### config.mk
export PLATFORM = sky130hd
export DESIGN_NAME = alu_sequencer
export DESIGN_NICKNAME = d
export VERILOG_FILES = /design/src/rtl/alu_calc_pkg.sv /design/src/rtl/alu_sequencer.sv
export SDC_FILE = /design/constraint.sdc
export NUM_CORES = 1
export LEC_CHECK = 0
export BUFFER_PORTS_ARGS = -buffer_cell sky130_fd_sc_hd__buf_2
export CORE_ASPECT_RATIO = 0.5
export CORE_MARGIN = 2
export CORE_UTILIZATION = 35
export DETAILED_ROUTE_END_ITERATION = 6
export GPL_ROUTABILITY_DRIVEN = 0
export SKIP_CTS_REPAIR_TIMING = 1
export SLEW_MARGIN = 30
export SYNTH_ARGS = -nofsm -noshare
export SYNTH_HDL_FRONTEND = slang
export SYNTH_SLANG_ARGS = --single-unit
### constraint.sdc
create_clock -name clk -period 1.8 [get_ports clk]
set_input_delay 0 -clock clk [delete_from_list [all_inputs] [get_ports clk]]
set_output_delay 0 -clock clk [all_outputs]
set_load 0.02 [all_outputs]
### src/rtl/alu_calc_pkg.sv
// Shared types and defaults for the single-button ALU calculator.
package alu_calc_pkg;

    localparam int DEF_WIDTH = 8;
    localparam int DEF_SEL_W = 3;

    typedef enum logic [2:0] {
        S_A    = 3'd0,
        S_B    = 3'd1,
        S_OP   = 3'd2,
        S_EXEC = 3'd3,
        S_SHOW = 3'd4
    } state_t;

    localparam logic [4:0] STEP_A    = 5'b00001;
    localparam logic [4:0] STEP_B    = 5'b00010;
    localparam logic [4:0] STEP_OP   = 5'b00100;
    localparam logic [4:0] STEP_EXEC = 5'b01000;
    localparam logic [4:0] STEP_SHOW = 5'b10000;

endpackage

### src/rtl/alu_sequencer.sv
// Five-step entry sequencer: operand A, operand B, opcode, execute, show.
module alu_sequencer
    import alu_calc_pkg::*;
#(
    parameter int WIDTH = DEF_WIDTH,
    parameter int SEL_W = DEF_SEL_W
) (
    input  logic                 clk,
    input  logic                 rst,
    input  logic                 enter,
    input  logic                 clr,
    input  logic                 chain,
    input  logic [WIDTH-1:0]     in,
    input  logic [2*WIDTH-1:0]   alu_y,
    output logic [WIDTH-1:0]     op_a,
    output logic [WIDTH-1:0]     op_b,
    output logic [SEL_W-1:0]     op_sel,
    output logic [2*WIDTH-1:0]   result,
    output logic [2*WIDTH-1:0]   disp,
    output logic                 done,
    output logic [4:0]           step,
    output logic [7:0]           op_count
);

    state_t state, next_state;
    logic   ld_a, ld_chain, ld_b, ld_sel, exec;

    always_ff @(posedge clk) begin
        if (rst) state <= S_A;
        else     state <= next_state;
    end

    // clr overrides everything, so no load strobe fires in that cycle
    always_comb begin
        next_state = state;
        ld_a       = 1'b0;
        ld_chain   = 1'b0;
        ld_b       = 1'b0;
        ld_sel     = 1'b0;
        exec       = 1'b0;
        if (clr) begin
            next_state = S_A;
        end else begin
            case (state)
                S_A: if (enter) begin
                    ld_a       = 1'b1;
                    next_state = S_B;
                end
                S_B: if (enter) begin
                    ld_b       = 1'b1;
                    next_state = S_OP;
                end
                S_OP: if (enter) begin
                    ld_sel     = 1'b1;
                    next_state = S_EXEC;
                end
                S_EXEC: begin
                    exec       = 1'b1;
                    next_state = S_SHOW;
                end
                S_SHOW: if (enter) begin
                    ld_chain   = chain;
                    next_state = chain ? S_B : S_A;
                end
                default: next_state = S_A;
            endcase
        end
    end

    always_ff @(posedge clk) begin
        if (rst) begin
            op_a     <= '0;
            op_b     <= '0;
            op_sel   <= '0;
            result   <= '0;
            done     <= 1'b0;
            op_count <= '0;
        end else begin
            done <= exec;
            if (clr) begin
                op_a   <= '0;
                op_b   <= '0;
                op_sel <= '0;
                result <= '0;
            end
            if (ld_a)     op_a   <= in;
            if (ld_chain) op_a   <= result[WIDTH-1:0];
            if (ld_b)     op_b   <= in;
            if (ld_sel)   op_sel <= in[SEL_W-1:0];
            if (exec) begin
                result   <= alu_y;
                op_count <= op_count + 8'd1;
            end
        end
    end

    always_comb begin
        step = STEP_A;
        disp = {{WIDTH{1'b0}}, in};
        case (state)
            S_A:    step = STEP_A;
            S_B:    step = STEP_B;
            S_OP: begin
                step = STEP_OP;
                disp = {{(2*WIDTH-SEL_W){1'b0}}, in[SEL_W-1:0]};
            end
            S_EXEC: begin
                step = STEP_EXEC;
                disp = result;
            end
            S_SHOW: begin
                step = STEP_SHOW;
                disp = result;
            end
            default: step = STEP_A;
        endcase
    end

endmodule

* Word-level counts from Yosys, hierarchy flattened
Cells that the tools add are included.
Cells by class: add/sub/neg operators 1, equal/unequal tests 8, multiplexer cells 28, reductions and logical operators 8
Operators by type and width (number):
- 16-bit 2-to-1 mux | 2
- 8-bit 2-to-1 mux | 4
- 16-bit case mux with 2 select lines | 1
- 5-bit case mux with 4 select lines | 1
- 3-bit 2-to-1 mux | 6
- 3-bit case mux with 5 select lines | 1
- 1-bit 2-to-1 mux | 13
- 8-bit by 1-bit adder with 8-bit output (second input constant) | 1
- 2-bit != test (second input constant) | 4
- 3-bit by 2-bit equality test with 1-bit output (second input constant) | 2
- 2-bit nonzero test | 3
- 4-bit AND reduction | 1
- 2-bit OR reduction | 2
- 3-bit by 1-bit equality test with 1-bit output (second input constant) | 1
- 3-bit equality test (second input constant) | 1
- 3-bit zero test | 1
- 3-bit nonzero test | 1
Storage, ports and cells: bits in registers 47, input bits 29, output and inout port bits 65

* Logic depth before layout (Yosys ltp)
Gate-level depths: netlist (run 1).
depth in word-level cells 5, depth in mapped cells 7, mapped depth without buffers 4

* Worst setup path after synthesis (run 1)
Ideal clock, no wire load.
path type register to register, from register state[0], to register state[1], setup time 0.061 ns, data arrival time 1.438 ns, required time 1.739 ns, path slack 0.301 ns, cell stages (with the launch flop) 4, path buffers 1, cell sequence dfxtp_1 -> buf_2 -> nor3b_1 -> o221a_2
On the way: word-level cells in the longest chain between the ends 3
Ends and longest elaborated chain:
- start, declared | RTL line alu_sequencer.sv:25 | state_t state, next_state;
- start signal, assigned | RTL line alu_sequencer.sv:30 | else state <= next_state;
- 3-bit by 1-bit equality test with 1-bit output, or another cell as far along | RTL line alu_sequencer.sv:44 | case (state)
- 2-bit != test (no line)
- 4-bit AND reduction (no line)
Parallel ways exist; a longest one is shown, timed or not. A chain may end at the register's enable or synchronous reset.

* Worst setup path in the final report (run 1)
from register state[0], to output disp[15]
On the way: word-level cells in the longest chain between the ends 3
Ends and longest elaborated chain:
- 3-bit equality test or 3-bit by 2-bit equality test with 1-bit output (tied branches) | RTL line alu_sequencer.sv:100 | case (state)
- 2-bit OR reduction (no line)
- 16-bit case mux with 2 select lines (*) | RTL line alu_sequencer.sv:100
- end, declared | RTL line alu_sequencer.sv:19 | output logic [2*WIDTH-1:0] disp,
Mark *: on every way between the ends. The rest lies on a longest branch, timed or not.

==> qor.log, run 1 <==
[floorplan] chip height 59.5 um
[finish] final non-filler cell area 0.00295 mm2
[synthesis] count of yosys warnings during synthesis 0
[synthesis] mean post-synth cell area 8.51 um2
[min_path] class of the tightest hold or removal check in -> reg
[cts] clock tree root driver cell sky130_fd_sc_hd__clkbuf_16
[finish] final cell count without fillers 432
[setup_path] data required time at the worst endpoint 1800 ps
[route] Routed Wire Length 6070 um
[cts] TritonCTS sink count 47
[setup_path] critical register-to-register path startpoint state[0]
[setup_path] terminus of the critical flop-to-flop path op_a[6]
[route] via density per instance 5.03
[grt] global-route wire length before repair 8980 um
[synthesis] synthesized flop and latch total 47
[min_path] worst min-delay path startpoint in[4]
[route] amount of wire on met2 after detailed routing 2920 um
[synthesis] most area-hungry cell type in the Yosys netlist sky130_fd_sc_hd__dfxtp_1
[route] count of nets left with antenna violations after detail routing 0
[sta] part of the cycle the worst path needs 0.945
[placement] worst-case setup slack after placement 215 ps
[floorplan] core box area 0.00601 mm2
[finish] multi-input combinational cell area 0.00106 mm2
[grt] antenna violations before repair 0
[cts] total number of H-tree levels 2
[sta] worst max-slew margin expressed relative to the limit 0.606
[setup_path] Worst path max stage delay 440 ps
[cts] clock transition at the register clock pins on the worst setup and hold paths after CTS 60 ps
[power_and_ir_drop] Static Leakage 1.33 nW
[synthesis] prevailing post-synth register cell sky130_fd_sc_hd__dfxtp_1
[sta] total count of max-transition violations in the final report 0
[sta] maximum clock skew at final layout 6.73 ps
[sta] transition time at the pin with the least slew margin 591 ps
[route] routed metal-1 wirelength 2590 um
[floorplan] Initial Util 0.359
[cts] Clk Latency, worst-skew pair 290 ps
[cts] maximum buffer depth of the clock tree 2
[grt] total overflow reported by the global router 0
[sta] highest attainable clock frequency 0.588 GHz
[setup_path] Crit path arrival time 1700 ps
[setup_path] kind of start point of the critical path flip-flop
[route] number of iterations in the first detailed-routing pass 4
[setup_path] Crit-path slowest cell sky130_fd_sc_hd__or3b_1
[route] top layer reached by signal wires met4
[synthesis] top cells by count, synth sky130_fd_sc_hd__dfxtp_1, sky130_fd_sc_hd__nand2_1, sky130_fd_sc_hd__a21oi_1, sky130_fd_sc_hd__nor2_1, sky130_fd_sc_hd__inv_1
[placement] count of input and output buffers 93
[setup_path] highest net fanout along the worst path 11
[setup_path] depth of the worst register-to-register path 3
[route] overall via count from detail_route 2173
[floorplan] die area 0.00683 mm2
[synthesis] EDFF count, synth 0
[power_and_ir_drop] Max rail drop VDD 0.000306 V
[synthesis] cell types with the largest area share after synthesis sky130_fd_sc_hd__dfxtp_1, sky130_fd_sc_hd__nand2_1, sky130_fd_sc_hd__a21oi_1
[setup_path] number of buffer and inverter stages on the critical path 1
[grt] all-layer global routing usage 0.170
[finish] fill cell instance count of the final layout 589
[setup_path] cells along the critical path or3b_1, nand2_1, and2_1, buf_2
[floorplan] x dimension of the die 115 um
[synthesis] total standard cell area after synthesis 0.00215 mm2
[sta] WHS -3.19 ps
[min_path] Worst Hold End op_b[4]
[floorplan] I/O pin count 94
[synthesis] post-synth top area share 0.437
[sta] final number of setup-violating endpoints 0
[setup_path] start-to-end type of the worst setup path reg -> out
[synthesis] synthesized instance count 253
[sta] min setup slack post-route 98.9 ps
[synthesis] portion of the post-synthesis area used by sequential elements 0.437
[setup_path] family with the most delay on the worst path simple AND/OR/NAND/NOR gates
[placement] post-placement cell area 0.00265 mm2
[outcome] violations in the final reports negative hold slack
[finish] area used by sequential logic in the layout 943 um2
[grt] pin count of the biggest net entering global routing 31
[synthesis] most common cell in the synthesized netlist sky130_fd_sc_hd__dfxtp_1
[route] routed len/inst 14.0 um
[cts] number of buffers created by CTS 5
[route] drt first-iter violations 98
[finish] diodes inserted 0
[cts] clock tree from TritonCTS done
[synthesis] share of synthesized registers carrying an async set or reset 0
[finish] count of nets after finishing 384
[flow_run] maximum capacitance violations 0
[setup_path] reg-to-reg setup timing slack 200 ps
[finish] share of final-layout standard cells stronger than drive strength 1 0.346
[outcome] outcome finished with violations
[floorplan] site row count 20
[sta] number of endpoints with negative hold slack in the final report 1
[min_path] count of cells along the worst hold path 3
[route] post-detailed-route DRC marker count 0
[finish] Layout area overhead 37.1%
[synthesis] net count after synthesis 283
[placement] Final HPWL DP 4340 um
[synthesis] number of different library cells in the post-synthesis netlist 32
[route] routed wire length on met3 475 um
[grt] number of global-route vias before repair 1881
[sta] post-layout minimum cycle time 1700 ps
[finish] final core occ 0.492
[setup_path] critical path endpoint category output pin
[placement] cell total after placement 408
[sta] unrepaired setup endpoints after global routing no
[power_and_ir_drop] power density relative to cell area 735 mW/mm2
worst max-delay path by stage:
stage | from | endpoint | slack, ps | depth (start not counted)
CTS | state[2] | disp[0] | -100 | 5
global placement | state[0] | op_a[6] | 280 | 3
global route | state[0] | disp[8] | 1 | 4
finish | state[0] | disp[15] | 100 | 4
floorplan | state[0] | state[1] | 300 | 3
detailed placement | state[2] | disp[0] | 220 | 5
metrics by stage:
stage	setup TNS (ps)	total power, W	hold slack, ps
floorplan	0	0.00120	136
global placement	0	0.00127	241
detailed placement	0	0.00127	249
CTS	-652	0.00217	-59.1
global route	0	0.00225	12.8
finish	0	0.00217	-3.19
routing by layer:
metal	track usage	vias to the layer above
met2	0.280	61
met3	0.0542	9
met4	0.0551	0
li1	-	1088
met5	0	-
met1	0.216	1015
power breakdown:
part | internal, W | switching, W
Sequential | 0.00105 | 0.0000105
Combinational | 0.0000945 | 0.000119
Clock | 0.000507 | 0.000386
Total | 0.00165 | 0.000515
cell families (layout without fill, tap and decap cells):
| logic type | after synthesis | after routing | synth area share |
|---|---|---|---|
| compound gates | 62 | 62 | 0.191 |
| xor+xnor | 1 | 1 | 0.00407 |
| fa+ha+maj | 1 | 1 | 0.00581 |
| buf+inv | 32 | 134 | 0.0703 |
| flops | 47 | 47 | 0.437 |
| mux | 11 | 11 | 0.0511 |
| simple gates | 99 | 99 | 0.241 |
cells in the final DEF (no fill, tap or decap), drive strengths merged:
cell type,instances
a211o,1
nor2b,1
or2,1
nor3b,1
a31oi,9
inv,12
o21ai,10
clkbuf,5
nand4bb,1
nand2,36
or3b,2
xor2,1
buf,98
nand2b,2
nand4,2
o221a,9
dfxtp,47
or4,6
nand3,10
nor2,24
o31ai,6
mux2i,11
and2,8
a21oi,26
o21bai,1
dlygate4sd3,16
or3,1
clkinv,3
ha,1
and4bb,2
nand3b,2
registers in the layout, summed over array words and instances (netlist names):
name,count
done,1
op_a,8
op_b,8
op_count,8
op_sel,3
result,16
state,3
worst register-to-register path, delay by kind of cell (launching register included):
kind | cells | cell delay [ps]
AO/OA/AOI/OAI | 2 | 530
AND/OR/NAND/NOR | 1 | 590
flip-flops | 1 | 430
final cells by class:
| type | count | share of cell area |
|---|---|---|
| multi-input combinational | 174 | 0.361 |
| sequential | 47 | 0.319 |
| timing repair buffer | 114 | 0.225 |
| clock buffer | 5 | 0.0424 |
| tap | 77 | 0.0326 |
| inverter | 12 | 0.0153 |
| clock inverter | 3 | 0.00508 |
Power figures use the tool's default switching activity.
==> run 2, diff against run 1 <==
==> constraint.sdc (replaced) <==
create_clock -name clk -period 1.65 [get_ports clk]
set_input_delay 0 -clock clk [delete_from_list [all_inputs] [get_ports clk]]
set_output_delay 0 -clock clk [all_outputs]
set_load 0.02 [all_outputs]
==> run 2 against run 1 <==
Net effect: the flow still finishes with violations (negative hold slack); sequential cell count is the same; power grew 18%; global-route usage increased by 0.71 points; count of clock-buffer cells in the layout grew 1; register-to-register slack lost 80 ps; clock power up 31%; via count grew 2.5%.
==> qor.log, run 2 (synthesis results as in run 1) <==
[finish] number of flip-flops under the largest register name 16
[finish] top library cells by usage in the layout, fill and taps aside sky130_fd_sc_hd__buf_2, sky130_fd_sc_hd__dfxtp_1, sky130_fd_sc_hd__nand2_1
[cts] clock transition at the register clock pins on the worst setup and hold paths after CTS 60 ps
[cts] TritonCTS sink count 47
[sta] transition time at the pin with the least slew margin 615 ps
[setup_path] family with the most delay on the worst path simple AND/OR/NAND/NOR gates
[route] overall via count from detail_route 2228
[power_and_ir_drop] portion of total power attributed to sequential cells 0.451
[cts] maximum buffer depth of the clock tree 2
[route] via density per instance 5.09
[grt] pin count of the biggest net entering global routing 31
[route] Routed Wire Length 6310 um
[setup_path] data required time at the worst endpoint 1650 ps
[power_and_ir_drop] switching share of power 0.218
[finish] share of final-layout standard cells stronger than drive strength 1 0.363
[setup_path] number of buffer and inverter stages on the critical path 2
[power_and_ir_drop] power spent charging and discharging nets 0.000560 W
[grt] global-route wire length before repair 9270 um
[outcome] violations in the final reports negative hold slack
[grt] number of global-route vias before repair 1932
[floorplan] core box area 0.00601 mm2
[power_and_ir_drop] overall power after layout 0.00257 W
[setup_path] kind of start point of the critical path flip-flop
[floorplan] x dimension of the die 115 um
[finish] count of nets after finishing 390
[power_and_ir_drop] power density relative to cell area 841 mW/mm2
[power_and_ir_drop] Clock Power Share 0.456
[floorplan] I/O pin count 94
[floorplan] site row count 20
[placement] Final HPWL DP 4410 um
[sta] unrepaired setup endpoints after global routing no
[sta] post-layout minimum cycle time 1580 ps
[setup_path] highest net fanout along the worst path 9
[placement] count of input and output buffers 93
[sta] total count of max-transition violations in the final report 0
[setup_path] cells along the critical path or3b_4, buf_6, nand3_1, o21ai_0, buf_2
[outcome] outcome finished with violations
[cts] Clk Latency, worst-skew pair 280 ps
[route] post-detailed-route DRC marker count 0
[floorplan] die area 0.00683 mm2
[cts] clock tree from TritonCTS done
[power_and_ir_drop] internal power contribution 0.00201 W
[sta] maximum clock skew at final layout 2.58 ps
[setup_path] start-to-end type of the worst setup path reg -> out
[finish] most common cell after layout, fill and taps aside sky130_fd_sc_hd__buf_2
[sta] worst max-slew margin expressed relative to the limit 0.590
[route] count of nets left with antenna violations after detail routing 0
[sta] highest attainable clock frequency 0.632 GHz
[setup_path] Worst path max stage delay 420 ps
[grt] all-layer global routing usage 0.177
[min_path] worst min-delay path startpoint in[6]
[setup_path] critical path endpoint category output pin
[flow_run] maximum capacitance violations 0
[sta] final number of setup-violating endpoints 0
[power_and_ir_drop] part of the power in combinational logic 0.094
[finish] register with the most flip-flops result
[cts] total number of H-tree levels 2
[route] number of iterations in the first detailed-routing pass 4
[route] routed len/inst 14.4 um
[min_path] class of the tightest hold or removal check in -> reg
[sta] part of the cycle the worst path needs 0.959
[setup_path] critical register-to-register path startpoint state[0]
[sta] number of endpoints with negative hold slack in the final report 2
[setup_path] critical path launch point state[0]
[power_and_ir_drop] Max rail drop VDD 0.000457 V
[finish] Layout area overhead 41.7%
[setup_path] Crit-path slowest cell sky130_fd_sc_hd__or3b_4
[route] drt first-iter violations 148
[grt] total overflow reported by the global router 0
[cts] number of buffers created by CTS 5
[cts] clock tree root driver cell sky130_fd_sc_hd__clkbuf_16
[finish] diodes inserted 0
[finish] final core occ 0.508
[power_and_ir_drop] Static Leakage 1.38 nW
[sta] WHS -3.40 ps
[floorplan] Initial Util 0.359
[grt] antenna violations before repair 0
[floorplan] chip height 59.5 um
[setup_path] Crit path arrival time 1580 ps
-- run 2: cell types whose count changed in the layout (fill, tap and decap cells not counted), sizes merged --
cell	before	now
bufinv	0	1
clkinv	3	1
dlygate4sd3	16	17
clkbuf	5	6
buf	98	103
-- run 2: final timing paths --
| kind | slack (ps) | endpoint | cells past startpoint |
|---|---|---|---|
| max | 70 | disp[1] | 5 |
| min | -3 | op_b[6] | 3 |
| min reg2reg | 460 | result[10] | 2 |
| max reg2reg | 120 | op_a[6] | 3 |
-- run 2: layout make-up --
type                       instances  area [um2]
fill                             595        2950
multi-input combinational        174        1070
sequential                        47         952
timing repair buffer             120         714
clock buffer                       6         139
tap                               77        96.3
inverter                          12        45.0
clock inverter                     2        35.0
-- run 2: tightest hold or removal path, stage by stage --
cell and delay [ps]:
sky130_fd_sc_hd__buf_2 100, sky130_fd_sc_hd__mux2i_1 70, sky130_fd_sc_hd__nor2_1 80
-- run 2: power by group through the flow --
stage,clock [W],combinational [W],sequential (W)
after floorplan,0,0.000109,0.00120
after global placement,0,0.000200,0.00119
after detailed placement,0,0.000203,0.00119
after CTS,0.00119,0.000203,0.00116
after global routing,0.00125,0.000262,0.00116
final,0.00117,0.000240,0.00116
-- run 2: per-stage QoR --
step	hold WS (ps)	TNS, ps	std cells	instance area (um2)	setup WS [ps]
6_report	-3.40	0	438	3050	68.3
5_1_grt	13.3	0	438	3050	0.909
4_1_cts	-54.9	-2930	418	2840	-224
3_5_place_dp	248	0	410	2660	51.4
3_3_place_gp	242	0	410	2660	118
2_1_floorplan	136	0	253	2150	151
-- run 2: metal layers --
metal  global-route usage  wire, um
met3               0.0552       410
met1                0.220      2720
met2                0.299      3110
met5                    0         0
met4               0.0585        74
==> run 3, diff against run 2 <==
--- a/config.mk
+++ b/config.mk
@@ -9,6 +9,7 @@
 export CORE_ASPECT_RATIO = 0.5
 export CORE_MARGIN = 2
 export CORE_UTILIZATION = 35
+export CTS_BUF_LIST = sky130_fd_sc_hd__clkbuf_2 sky130_fd_sc_hd__clkbuf_4 sky130_fd_sc_hd__clkbuf_8
 export DETAILED_ROUTE_END_ITERATION = 6
 export GPL_ROUTABILITY_DRIVEN = 0
 export SKIP_CTS_REPAIR_TIMING = 1
==> run 3 against run 2 <==
Net effect: the flow still finishes with violations (negative hold slack); final area down 0.94%; via count fell by 1.8%; highest routed layer unchanged; largest cell class unchanged; sequential share of layout area is 0.30 points higher; worst setup slack improved by 7.0 ps.
==> qor.log, run 3 (synthesis results as in run 1) <==
[setup_path] Crit-path slowest cell sky130_fd_sc_hd__or3b_4
[cts] total number of H-tree levels 2
[setup_path] terminus of the critical flop-to-flop path op_a[6]
[route] number of iterations in the first detailed-routing pass 5
[cts] clock tree from TritonCTS done
[setup_path] data required time at the worst endpoint 1650 ps
[sta] maximum clock skew at final layout 4.77 ps
[setup_path] critical register-to-register path startpoint state[0]
[power_and_ir_drop] power density relative to cell area 752 mW/mm2
[floorplan] I/O pin count 94
[min_path] Worst Hold End op_b[6]
[cts] Clk Latency, worst-skew pair 300 ps
[grt] global-route wire length before repair 9110 um
[flow_run] maximum capacitance violations 0
[sta] part of the cycle the worst path needs 0.954
[finish] Layout area overhead 40.4%
[floorplan] x dimension of the die 115 um
[sta] number of endpoints with negative hold slack in the final report 4
[setup_path] cells along the critical path or3b_4, buf_6, nand3_1, o21ai_1, buf_2
[setup_path] family with the most delay on the worst path simple AND/OR/NAND/NOR gates
[finish] share of final-layout standard cells stronger than drive strength 1 0.361
[setup_path] kind of start point of the critical path flip-flop
[setup_path] critical path endpoint category output pin
[sta] highest attainable clock frequency 0.635 GHz
[grt] antenna violations before repair 0
[setup_path] Crit path arrival time 1570 ps
[route] post-detailed-route DRC marker count 0
[sta] final total negative setup slack 0 ps
[finish] fill cell instance count of the final layout 602
[finish] register with the most flip-flops result
[floorplan] Initial Util 0.359
[setup_path] highest net fanout along the worst path 9
[min_path] count of cells along the worst hold path 3
[sta] post-layout minimum cycle time 1570 ps
[setup_path] start-to-end type of the worst setup path reg -> out
[grt] all-layer global routing usage 0.173
[grt] pin count of the biggest net entering global routing 31
[floorplan] site row count 20
[floorplan] core box area 0.00601 mm2
[route] overall via count from detail_route 2187
[setup_path] Worst path max stage delay 420 ps
[min_path] class of the tightest hold or removal check in -> reg
[cts] clock tree root driver cell sky130_fd_sc_hd__clkbuf_8
[route] Routed Wire Length 6170 um
[floorplan] chip height 59.5 um
[power_and_ir_drop] Static Leakage 1.37 nW
[finish] final core occ 0.503
[sta] min setup slack post-route 75.4 ps
[cts] TritonCTS sink count 47
[sta] worst max-slew margin expressed relative to the limit 0.605
[placement] worst-case setup slack after placement 51.4 ps
[placement] count of input and output buffers 93
[cts] clock transition at the register clock pins on the worst setup and hold paths after CTS 80 ps
[finish] count of nets after finishing 392
[placement] Final HPWL DP 4410 um
[finish] top library cells by usage in the layout, fill and taps aside sky130_fd_sc_hd__buf_2, sky130_fd_sc_hd__dfxtp_1, sky130_fd_sc_hd__nand2_1
[sta] transition time at the pin with the least slew margin 593 ps
[route] routed len/inst 14.0 um
[outcome] outcome finished with violations
[setup_path] reg-to-reg setup timing slack 140 ps
[finish] most common cell after layout, fill and taps aside sky130_fd_sc_hd__buf_2
[outcome] violations in the final reports negative hold slack
[finish] diodes inserted 0
[cts] maximum buffer depth of the clock tree 2
[power_and_ir_drop] Max rail drop VDD 0.000317 V
[sta] final number of setup-violating endpoints 0
[cts] number of buffers created by CTS 5
[route] count of nets left with antenna violations after detail routing 0
[setup_path] number of stages on the worst setup path 5
[min_path] worst min-delay path startpoint in[6]
[setup_path] depth of the worst register-to-register path 3
[sta] total count of max-transition violations in the final report 0
[floorplan] die area 0.00683 mm2
[route] via density per instance 4.97
[route] drt first-iter violations 135
[grt] total overflow reported by the global router 0
[grt] number of global-route vias before repair 1913
[setup_path] number of buffer and inverter stages on the critical path 2
[sta] WHS -22.9 ps
[finish] number of flip-flops under the largest register name 16
[run 3: cell count changes in the layout (fill, tap and decap cells not counted), sizes merged]
cell | before | now
dlygate4sd3 | 17 | 19
[run 3: routing by layer]
layer	track usage	wire [um]
met3	0.0562	443
met1	0.220	2620
met5	0	0
met2	0.287	3050
met4	0.0482	57
[run 3: how the worst max path moves through the flow]
stage,slack (ps),startpoint,endpoint
floorplan,150,state[0],state[1]
global placement,120,state[0],op_a[6]
detailed placement,50,state[0],op_a[6]
CTS,-260,state[2],disp[0]
global route,-4,state[0],disp[8]
finish,80,state[0],disp[1]
[run 3: final cells by class]
type / instances / area [um2] / share of cell area
inverter: 12 / 45.0 / 0.0149
clock inverter: 2 / 35.0 / 0.0116
sequential: 47 / 952 / 0.315
multi-input combinational: 174 / 1080 / 0.356
clock buffer: 6 / 82.6 / 0.0273
timing repair buffer: 122 / 734 / 0.243
tap: 77 / 96.3 / 0.0319
[run 3: power breakdown]
part | switching, W | internal [W] | total, W
Combinational | 0.000133 | 0.000111 | 0.000243
Sequential | 0.0000108 | 0.00114 | 0.00115
Clock | 0.000386 | 0.000490 | 0.000876
Total | 0.000529 | 0.00175 | 0.00227
[run 3: through the flow]
| step | total power, W | area, um2 | instances |
|---|---|---|---|
| floorplan | 0.00131 | 2150 | 253 |
| global placement | 0.00139 | 2660 | 410 |
| detailed placement | 0.00139 | 2660 | 410 |
| CTS | 0.00227 | 2780 | 418 |
| global route | 0.00237 | 3020 | 440 |
| finish | 0.00227 | 3020 | 440 |
[run 3: tightest hold or removal path, stage by stage]
cell and delay [ps]:
sky130_fd_sc_hd__buf_2 100, sky130_fd_sc_hd__mux2i_1 70, sky130_fd_sc_hd__nor2_1 80
